## src/rtl/sprite_slot_pkg.sv

```systemverilog
// Shared definitions for the sprite slot loader: slot register map and loader states.
package sprite_slot_pkg;

    localparam int         SLOT_REG_BIT = 13;
    localparam logic [1:0] REG_BYPASS   = 2'b00;
    localparam logic [1:0] REG_X0       = 2'b01;
    localparam logic [1:0] REG_Y0       = 2'b10;
    localparam logic [1:0] REG_CTRL     = 2'b11;

    typedef enum logic [2:0] {
        ST_IDLE,
        ST_HIDE,
        ST_COPY,
        ST_REG_X,
        ST_REG_Y,
        ST_REG_C,
        ST_REG_B,
        ST_DONE
    } ldr_state_e;

    function automatic logic [13:0] reg_addr(input logic [1:0] sel);
        logic [13:0] a;
        a               = '0;
        a[SLOT_REG_BIT] = 1'b1;
        a[1:0]          = sel;
        return a;
    endfunction

endpackage

```

## src/rtl/sprite_slot_loader.sv

```systemverilog
// Copies a sprite bitmap from an external sync ROM into the sprite slot RAM,
// hiding the sprite during the copy and then programming x0/y0/ctrl/bypass.
module sprite_slot_loader
    import sprite_slot_pkg::*;
#(
    parameter int ADDR_WIDTH = 10,
    parameter int PIX_W      = 2
) (
    input  logic                  clk,
    input  logic                  reset,
    input  logic                  start,
    input  logic [10:0]           cfg_x0,
    input  logic [10:0]           cfg_y0,
    input  logic [4:0]            cfg_ctrl,
    input  logic                  cfg_bypass,
    output logic                  busy,
    output logic                  done,
    output logic                  src_rd,
    output logic [ADDR_WIDTH-1:0] src_addr,
    input  logic [PIX_W-1:0]      src_data,
    output logic                  cs,
    output logic                  write,
    output logic [13:0]           addr,
    output logic [31:0]           wr_data
);

    localparam int             CW   = ADDR_WIDTH + 1;
    localparam logic [CW-1:0]  LAST = {1'b0, {ADDR_WIDTH{1'b1}}};

    ldr_state_e            state_q, state_d;
    logic [CW-1:0]         k_q, k_d;
    logic [10:0]           x0_q, x0_d, y0_q, y0_d;
    logic [4:0]            ctrl_q, ctrl_d;
    logic                  byp_q, byp_d;
    logic                  busy_q, busy_d, done_q, done_d, cs_q, cs_d;
    logic                  src_rd_q, src_rd_d, pix_q, pix_d;
    logic [ADDR_WIDTH-1:0] src_addr_q, src_addr_d;
    logic [13:0]           addr_q, addr_d;
    logic [31:0]           wdat_q, wdat_d;
    logic [CW-1:0]         k_nx, k_nx2;

    assign k_nx  = k_q + CW'(1);
    assign k_nx2 = k_q + CW'(2);

    always_comb begin
        state_d    = state_q;
        k_d        = k_q;
        x0_d       = x0_q;
        y0_d       = y0_q;
        ctrl_d     = ctrl_q;
        byp_d      = byp_q;
        busy_d     = 1'b0;
        done_d     = 1'b0;
        cs_d       = 1'b0;
        src_rd_d   = 1'b0;
        pix_d      = 1'b0;
        src_addr_d = '0;
        addr_d     = '0;
        wdat_d     = '0;
        // Outputs are computed for the state being entered, so they show up registered.
        case (state_q)
            ST_IDLE: begin
                if (start) begin
                    state_d  = ST_HIDE;
                    x0_d     = cfg_x0;
                    y0_d     = cfg_y0;
                    ctrl_d   = cfg_ctrl;
                    byp_d    = cfg_bypass;
                    busy_d   = 1'b1;
                    cs_d     = 1'b1;
                    addr_d   = reg_addr(REG_BYPASS);
                    wdat_d   = 32'd1;
                    src_rd_d = 1'b1;
                end
            end
            ST_HIDE: begin
                state_d    = ST_COPY;
                k_d        = '0;
                busy_d     = 1'b1;
                cs_d       = 1'b1;
                pix_d      = 1'b1;
                src_rd_d   = (LAST != '0);
                src_addr_d = ADDR_WIDTH'(1);
            end
            ST_COPY: begin
                busy_d = 1'b1;
                cs_d   = 1'b1;
                if (k_q == LAST) begin
                    state_d = ST_REG_X;
                    addr_d  = reg_addr(REG_X0);
                    wdat_d  = 32'(x0_q);
                end else begin
                    k_d        = k_nx;
                    pix_d      = 1'b1;
                    addr_d     = 14'(k_nx[ADDR_WIDTH-1:0]);
                    src_rd_d   = (k_nx != LAST);
                    src_addr_d = k_nx2[ADDR_WIDTH-1:0];
                end
            end
            ST_REG_X: begin
                state_d = ST_REG_Y;
                busy_d  = 1'b1;
                cs_d    = 1'b1;
                addr_d  = reg_addr(REG_Y0);
                wdat_d  = 32'(y0_q);
            end
            ST_REG_Y: begin
                state_d = ST_REG_C;
                busy_d  = 1'b1;
                cs_d    = 1'b1;
                addr_d  = reg_addr(REG_CTRL);
                wdat_d  = 32'(ctrl_q);
            end
            ST_REG_C: begin
                state_d = ST_REG_B;
                busy_d  = 1'b1;
                cs_d    = 1'b1;
                addr_d  = reg_addr(REG_BYPASS);
                wdat_d  = 32'(byp_q);
            end
            ST_REG_B: begin
                state_d = ST_DONE;
                done_d  = 1'b1;
            end
            ST_DONE:  state_d = ST_IDLE;
            default:  state_d = ST_IDLE;
        endcase
    end

    always_ff @(posedge clk) begin
        if (reset) begin
            state_q    <= ST_IDLE;
            k_q        <= '0;
            x0_q       <= '0;
            y0_q       <= '0;
            ctrl_q     <= '0;
            byp_q      <= 1'b0;
            busy_q     <= 1'b0;
            done_q     <= 1'b0;
            cs_q       <= 1'b0;
            src_rd_q   <= 1'b0;
            pix_q      <= 1'b0;
            src_addr_q <= '0;
            addr_q     <= '0;
            wdat_q     <= '0;
        end else begin
            state_q    <= state_d;
            k_q        <= k_d;
            x0_q       <= x0_d;
            y0_q       <= y0_d;
            ctrl_q     <= ctrl_d;
            byp_q      <= byp_d;
            busy_q     <= busy_d;
            done_q     <= done_d;
            cs_q       <= cs_d;
            src_rd_q   <= src_rd_d;
            pix_q      <= pix_d;
            src_addr_q <= src_addr_d;
            addr_q     <= addr_d;
            wdat_q     <= wdat_d;
        end
    end

    assign busy     = busy_q;
    assign done     = done_q;
    assign cs       = cs_q;
    assign write    = cs_q;
    assign src_rd   = src_rd_q;
    assign src_addr = src_addr_q;
    assign addr     = addr_q;
    // Pixel data comes straight from the ROM's output register; a second flop here would cost a cycle per load.
    assign wr_data  = pix_q ? 32'(src_data) : wdat_q;

endmodule

```

## config.mk

```make
export PLATFORM = sky130hd
export DESIGN_NAME = sprite_slot_loader
export DESIGN_NICKNAME = d
export VERILOG_FILES = /design/src/rtl/sprite_slot_pkg.sv /design/src/rtl/sprite_slot_loader.sv
export SDC_FILE = /design/constraint.sdc
export NUM_CORES = 1
export LEC_CHECK = 0
export ABC_AREA = 1
export CAP_MARGIN = 30
export CELL_PAD_IN_SITES_DETAIL_PLACEMENT = 2
export CELL_PAD_IN_SITES_GLOBAL_PLACEMENT = 2
export CORE_ASPECT_RATIO = 0.6
export CORE_MARGIN = 8
export CORE_UTILIZATION = 27
export DETAILED_ROUTE_END_ITERATION = 8
export PLACE_DENSITY = 0.79
export SLEW_MARGIN = 20
export SYNTH_ARGS = -nofsm -noshare
export SYNTH_HDL_FRONTEND = slang
export SYNTH_SLANG_ARGS = --single-unit
export TNS_END_PERCENT = 30
```

## constraint.sdc

```tcl
create_clock -name clk -period 2 [get_ports clk]
set_clock_uncertainty 0.05 [all_clocks]
set_input_delay 0.4 -clock clk [delete_from_list [all_inputs] [get_ports clk]]
set_output_delay 0.4 -clock clk [all_outputs]
set_load 0.02 [all_outputs]
```

==> results of run 1 <==
## final timing paths
check / from / endpoint / slack, ns / depth (start not counted)
setup / recovery: pix_q$_SDFF_PP0_ / wr_data[0] / 0.05 / 3
hold / removal: ctrl_q[3]$_SDFFE_PP0P_ / ctrl_q[3]$_SDFFE_PP0P_ / 0.41 / 2
setup reg to reg: k_q[1]$_SDFFE_PP0P_ / state_q[0]$_SDFFE_PP0P_ / 0.13 / 10
hold reg to reg: ctrl_q[3]$_SDFFE_PP0P_ / ctrl_q[3]$_SDFFE_PP0P_ / 0.41 / 2
## registers in the layout, summed over array words and instances (netlist names)
name,cells
x0_q,11
byp_q,1
wdat_q,11
done,1
k_q,11
pix_q,1
addr,11
ctrl_q,5
cs,1
src_addr,10
src_rd,1
y0_q,11
state_q,3
## layout by cell type, fill, tap and decap left out, types with 2 or more instances in the layout
master,instances
nand2_1,98
dfxtp_1,78
clkdlybuf4s50_1,58
inv_1,49
nor2_1,49
a21oi_1,46
conb_1,24
buf_4,18
nand3_1,14
o21ai_0,14
clkbuf_16,9
ha_1,7
nor3_1,6
a22oi_1,6
xor2_1,5
o22ai_1,5
dlygate4sd2_1,5
dlymetal6s2s_1,5
nand2_2,3
nor2_2,3
inv_2,3
buf_12,3
mux2_2,2
nand2_4,2
nor2_8,2
a211oi_1,2
a31oi_1,2
clkinvlp_4,2
## synthesized netlist by cell type (2+ instances only)
cell type | count | share of area (%)
nand3_1 | 14 | 2.0
buf_6 | 3 | 0.97
a31oi_1 | 2 | 0.36
inv_1 | 49 | 5.3
a211oi_1 | 2 | 0.43
xor2_1 | 5 | 1.3
a22oi_1 | 6 | 1.3
nand2_1 | 98 | 11
o22ai_1 | 5 | 0.90
a21oi_1 | 46 | 6.6
dfxtp_1 | 78 | 45
nor2_2 | 2 | 0.36
nand2_4 | 2 | 0.65
inv_2 | 3 | 0.32
mux2_2 | 2 | 0.65
nor2_8 | 2 | 1.2
clkbuf_1 | 5 | 0.54
nand2_2 | 3 | 0.54
buf_4 | 28 | 6.1
nor2_1 | 50 | 5.4
o21ai_0 | 14 | 2.0
buf_2 | 8 | 1.2
nor3_1 | 6 | 0.87
ha_1 | 7 | 2.5
## layer usage
metal	up-vias	wire length [µm]
met5	-	0
met4	0	189
met3	14	505
met2	72	5590
li1	1534	-
met1	1541	5610
## power groups by stage
| stage | Sequential [W] | Combinational [W] | Clock (W) |
|---|---|---|---|
| 4_1_cts | 0.00167 | 0.000582 | 0.00170 |
| 3_5_place_dp | 0.00171 | 0.000578 | 0 |
| 6_report | 0.00167 | 0.000577 | 0.00166 |
| 5_1_grt | 0.00168 | 0.000633 | 0.00176 |
| 2_1_floorplan | 0.00171 | 0.000355 | 0 |
| 3_3_place_gp | 0.00170 | 0.000559 | 0 |
## worst max-delay path, stage by stage, from the launching register on
cell and delay, ns:
dfxtp_1 0.35, buf_12 0.15, mux2_2 0.33, dlygate4sd2_1 0.32
## kinds of logic (layout without fill, tap and decap cells)
group           Yosys count  in the layout
other cells               1             24
fa+ha+maj                 7              7
xor+xnor                  6              6
mux                       2              2
flops                    78             78
simple gates            183            183
buf+inv                  97            158
compound gates           78             78
## stage by stage
step	total power (W)	hold slack, ns	setup WS (ns)
floorplan	0.00206	0.379	0.407
global placement	0.00226	0.392	-0.0453
detailed placement	0.00228	0.409	-0.0619
CTS	0.00395	0.419	0.00509
global route	0.00407	0.430	0.00390
finish	0.00390	0.412	0.0497
## area by class of cell
type | count | area share (%)
timing repair buffer | 90 | 19.2
multi-input combinational | 300 | 32.1
inverter | 52 | 4.19
clock inverter | 5 | 1.26
sequential | 78 | 33.5
tap | 170 | 4.57
clock buffer | 11 | 5.21
## repair_timing
action / 4_1_cts / 5_1_grt
pin swaps: 0 / 0
hold buffers: 0 / 0
endpoints found under the setup margin: 6 / 7
gates resized for setup: 6 / 7
==> flow_metrics.py, run 1 <==
metrics = {
    "yosys": {
        "synthFlopType": "dfxtp_1",
        "synth_edf_count": 0,
        "synth_area_mm2": 0.00347,
        "yosysWarnings": 0,
        "synthCells": 452,
        "synth-compound-area-share_pct": 12.3,
        "async_reset_ff_share_pct": 0,
        "synth_top_family_by_area": "simple AND/OR/NAND/NOR gates",
        "syn_avg_cell_area_um2": 7.68,
        "synthXorXnorAreaFrac_pct": 1.51,
        "synthAdderAreaFrac_pct": 2.52,
        "yosys.area_share.simple_pct": 23.4,
        "synth_cell_types": 36,
        "ys_seq_area_share_pct": 45.0,
        "synth.mux.area_fraction_pct": 0.649,
        "ys_seq_elements": 78,
    },
    "grt": {
        "use_met2_pct": 23.6,
        "grt_pass1_wl_um": 19300,
        "antenna_found_initial": 0,
        "grt_overflow_total": 0,
        "grt.total_usage_pct": 14.4,
        "use_met1_pct": 18.2,
        "grt_pass1_vias": 3656,
        "met3_usage_pct": 3.91,
        "grt_max_degree": 35,
        "gr-max-usage-layer": "met2",
    },
    "die": {
        "core_mm2": 0.0127,
        "initial_core_util_pct": 27.3,
        "dieArea_mm2": 0.0169,
        "boundaryPins": 94,
        "die_h_um": 104,
        "row_count": 32,
        "fp.dieW_um": 162,
    },
    "cts": {
        "htree_levels": 3,
        "cts_tree": "done",
        "cts_buffer_depth": 2,
        "numCtsBuffers": 9,
        "cts_setup_buffers": 0,
        "clk_pin_slew_ns": 0.06,
        "root_buffer": "clkbuf_16",
        "clock_sinks": 78,
        "insertion_delay_ns": 0.34,
    },
    "layout": {
        "design_area_mm2": 0.00466,
        "layout.nets": 571,
        "drive_gt1_share_pct": 10.4,
        "regArea_mm2": 0.00156,
        "multi_input_area_mm2": 0.00149,
        "fin_cells": 706,
        "final_util_pct": 36.7,
        "num-fill-cells": 1464,
        "antennaDiodeCount": 0,
        "area_delta_synth_final_pct": 34.2,
    },
    "sta": {
        "min_period_ns": 1.95,
        "finalMaxSlewViolations": 0,
        "hold_viol_final": 0,
        "setup_viol": 0,
        "min_period_over_period_pct": 97.5,
        "fmax_ghz": 0.513,
        "setup_tns_ns": 0,
        "grt_setup_unrepaired": "false",
    },
    "critical_path": {
        "cp.arrival_ns": 1.50,
        "worstSetupPathType": "flop to primary output",
        "critPathRequiredTime_ns": 1.55,
        "crit_path_end_kind": "primary output",
        "worst_setup_path_start_kind": "flop",
        "critical_path.max_fanout": 11,
    },
    "power_and_ir_drop": {
        "clockPowerShare_pct": 42.4,
        "power_frac_seq_pct": 42.8,
        "ir_worst_vdd_uv": 392,
        "p_sw_w": 0.00105,
        "intPower_w": 0.00285,
        "power_density_mw_per_mm2": 838,
        "p_leak_nw": 2.02,
        "p_sw_share_pct": 27.0,
        "pwr-share-comb_pct": 14.8,
    },
    "worst_hold_path": {
        "hold_class": "flop to flop",
    },
    "route": {
        "vias": 3161,
        "drt_iter0_drc": 107,
        "wire_per_inst_um": 16.8,
        "routed_wl_um": 11900,
        "vias_per_cell": 4.48,
        "drc_errors": 0,
        "antenna_left": 0,
        "dr.pass1.iters": 4,
    },
    "place": {
        "dp_cells": 690,
        "portBuffers": 69,
        "place_congestion": 0.799,
        "detailed_place_hpwl_um": 9000,
        "dpl_cell_area_mm2": 0.00435,
    },
    "flow_run": {
        "max_cap_viol_count": 0,
    },
    "outcome": {
        "outcome": "finished clean",
    },
}
No activity file was read; power rests on OpenSTA's default activity.
==> run 2: changes to the inputs <==
--- a/config.mk
+++ b/config.mk
@@ -6,6 +6,7 @@
 export NUM_CORES = 1
 export LEC_CHECK = 0
 export ABC_AREA = 1
+export ABC_CLOCK_PERIOD_IN_PS = 2000
 export CAP_MARGIN = 30
 export CELL_PAD_IN_SITES_DETAIL_PLACEMENT = 2
 export CELL_PAD_IN_SITES_GLOBAL_PLACEMENT = 2
==> results of run 2 <==
Final layout, timing and power as in run 1 (identical DEF).
==> run 3: changes to the inputs <==
--- a/config.mk
+++ b/config.mk
@@ -10,7 +10,6 @@
 export CAP_MARGIN = 30
 export CELL_PAD_IN_SITES_DETAIL_PLACEMENT = 2
 export CELL_PAD_IN_SITES_GLOBAL_PLACEMENT = 2
-export CORE_ASPECT_RATIO = 0.6
 export CORE_MARGIN = 8
 export CORE_UTILIZATION = 27
 export DETAILED_ROUTE_END_ITERATION = 8
==> run 3 against run 2 <==
  * Clock power increased by 6%
  * Via count down 0.98%
  * First-iteration DRC count is 1.9% higher
  * Non-clock buffer count down 5
  * Critical path depth fell by 1
  * Global-route usage rose by 0.22 points
  * Hold slack got worse by 0.0078 ns
  * Largest cell class unchanged
  * Core utilization down 0.15 points
  * Total power rose by 2.0%
  * Sequential power is essentially flat
  * Register-to-register slack about the same
==> flow_metrics.py, run 3 (synthesis gave the netlist of run 1 again) <==
metrics = {
    "outcome": {
        "outcome": "finished clean",
    },
    "die": {
        "dieArea_mm2": 0.0167,
        "die_h_um": 129,
        "initial_core_util_pct": 27.6,
        "row_count": 41,
        "fp.dieW_um": 129,
        "boundaryPins": 94,
        "core_mm2": 0.0126,
    },
    "sta": {
        "hold_viol_final": 0,
        "setup_viol": 0,
        "finalMaxSlewViolations": 0,
        "fmax_ghz": 0.533,
        "fin_ws_ns": 0.124,
        "min_period_ns": 1.88,
        "min_period_over_period_pct": 93.8,
    },
    "cts": {
        "cts_setup_buffers": 0,
        "root_buffer": "clkbuf_16",
        "clock_sinks": 78,
        "htree_levels": 3,
        "cts_tree": "done",
        "clk_pin_slew_ns": 0.06,
        "cts_buffer_depth": 2,
        "insertion_delay_ns": 0.34,
        "numCtsBuffers": 9,
    },
    "worst_hold_path": {
        "hold_class": "flop to flop",
        "whs_path_depth": 2,
    },
    "power_and_ir_drop": {
        "pwr-share-comb_pct": 13.7,
        "ir_worst_vdd_uv": 370,
        "power_density_mw_per_mm2": 867,
        "power_frac_seq_pct": 42.0,
        "p_sw_share_pct": 26.6,
        "power_w": 0.00398,
        "p_leak_nw": 1.91,
        "intPower_w": 0.00292,
        "p_sw_w": 0.00106,
        "clockPowerShare_pct": 44.2,
    },
    "layout": {
        "antennaDiodeCount": 0,
        "drive_gt1_share_pct": 10.2,
        "layout_commonest_cell": "nand2_1",
        "area_delta_synth_final_pct": 32.4,
        "layout.nets": 566,
        "mostFrequentLayoutCells": "nand2_1, dfxtp_1, clkdlybuf4s50_1",
    },
    "critical_path": {
        "cp.depth": 2,
        "worst_setup_path_start_kind": "flop",
        "path_delay_family": "flip-flops",
        "critical_path.max_fanout": 3,
        "critPathRequiredTime_ns": 1.55,
        "crit_slowest_cell": "dfxtp_1",
        "cp.arrival_ns": 1.43,
        "crit_path_end_kind": "primary output",
        "rr_worst_depth": 10,
        "worstSetupPathType": "flop to primary output",
        "cp_slowest_stage_delay_ns": 0.41,
        "cp_cell_sequence": "mux2_2 > dlygate4sd2_1",
        "path_buf_inv": 1,
    },
    "place": {
        "portBuffers": 69,
        "pre_cts_ws_ns": -0.0556,
        "place_congestion": 0.757,
        "detailed_place_hpwl_um": 8680,
    },
    "route": {
        "drt_iter0_drc": 109,
        "vias": 3130,
        "drc_errors": 0,
        "vias_per_cell": 4.45,
        "routed_wl_um": 11700,
        "antenna_left": 0,
        "dr.pass1.iters": 4,
        "wire_per_inst_um": 16.6,
    },
    "grt": {
        "grt_overflow_total": 0,
        "grt_pass1_vias": 3590,
        "grt_max_degree": 35,
        "grt_pass1_wl_um": 18800,
        "grt.total_usage_pct": 14.7,
        "antenna_found_initial": 0,
    },
    "flow_run": {
        "max_cap_viol_count": 0,
    },
}
run 3: cell types whose count changed in the layout (fill, tap and decap cells not counted), moves of 2 or more:
| cell | change |
|---|---|
| buf_12 | -3 |
| buf_4 | -2 |
| dlygate4sd2_1 | +6 |
| dlymetal6s2s_1 | -5 |
| nand2_1 | -2 |
| nand2_2 | +2 |
run 3: metal layers:
metal / up-vias / share of wire (%) / global-route usage, % / routed length, µm
li1: 1519 / - / - / -
met5: - / 0 / 0 / 0
met4: 0 / 2.3 / 5.81 / 274
met3: 18 / 3.7 / 3.45 / 433
met2: 61 / 52 / 26.3 / 6090
met1: 1532 / 42 / 16.3 / 4890
run 3: worst paths after layout:
path	from	end	slack (ns)
max	pix_q$_SDFF_PP0_	wr_data[0]	0.12
min	y0_q[2]$_SDFFE_PP0P_	y0_q[2]$_SDFFE_PP0P_	0.40
max reg2reg	k_q[1]$_SDFFE_PP0P_	k_q[0]$_SDFFE_PP0P_	0.13
min reg2reg	y0_q[2]$_SDFFE_PP0P_	y0_q[2]$_SDFFE_PP0P_	0.40
run 3: layout make-up:
class	count	area, µm²
clock buffers	10	229
clock inverters	6	86.3
fillers	1463	7980
inverters	52	198
multi-input cells	300	1510
flip-flops and latches	78	1560
well taps	172	215
repair buffers	85	797
run 3: power groups by stage:
stage	registers [W]	clock network, W	logic [W]
6_report	0.00167	0.00176	0.000547
5_1_grt	0.00168	0.00186	0.000606
4_1_cts	0.00167	0.00179	0.000550
3_5_place_dp	0.00171	0	0.000543
3_3_place_gp	0.00170	0	0.000518
2_1_floorplan	0.00171	0	0.000355
run 3: what timing repair did:
action / 4_1_cts / 5_1_grt
setup endpoints to repair: 11 / 21
hold buffers: 0 / 0
gates resized for setup: 11 / 6
run 3: per-stage QoR:
step                      hold slack (ns)  setup TNS (ns)  instances  util [%]  area, µm²
after floorplan                     0.379               0        475         -       3560
after global placement              0.389         -0.0736        687      34.0       4270
after detailed placement            0.401          -0.101        687      34.0       4270
after CTS                           0.410               0        703      36.4       4580
after global routing                0.436        -0.00164        703      36.5       4590
final                               0.404               0        703      36.5       4590
run 3: worst min-delay path, stage by stage (launching register included):
cell and delay, ns:
dfxtp_1 0.30, inv_1 0.06, a21oi_1 0.06
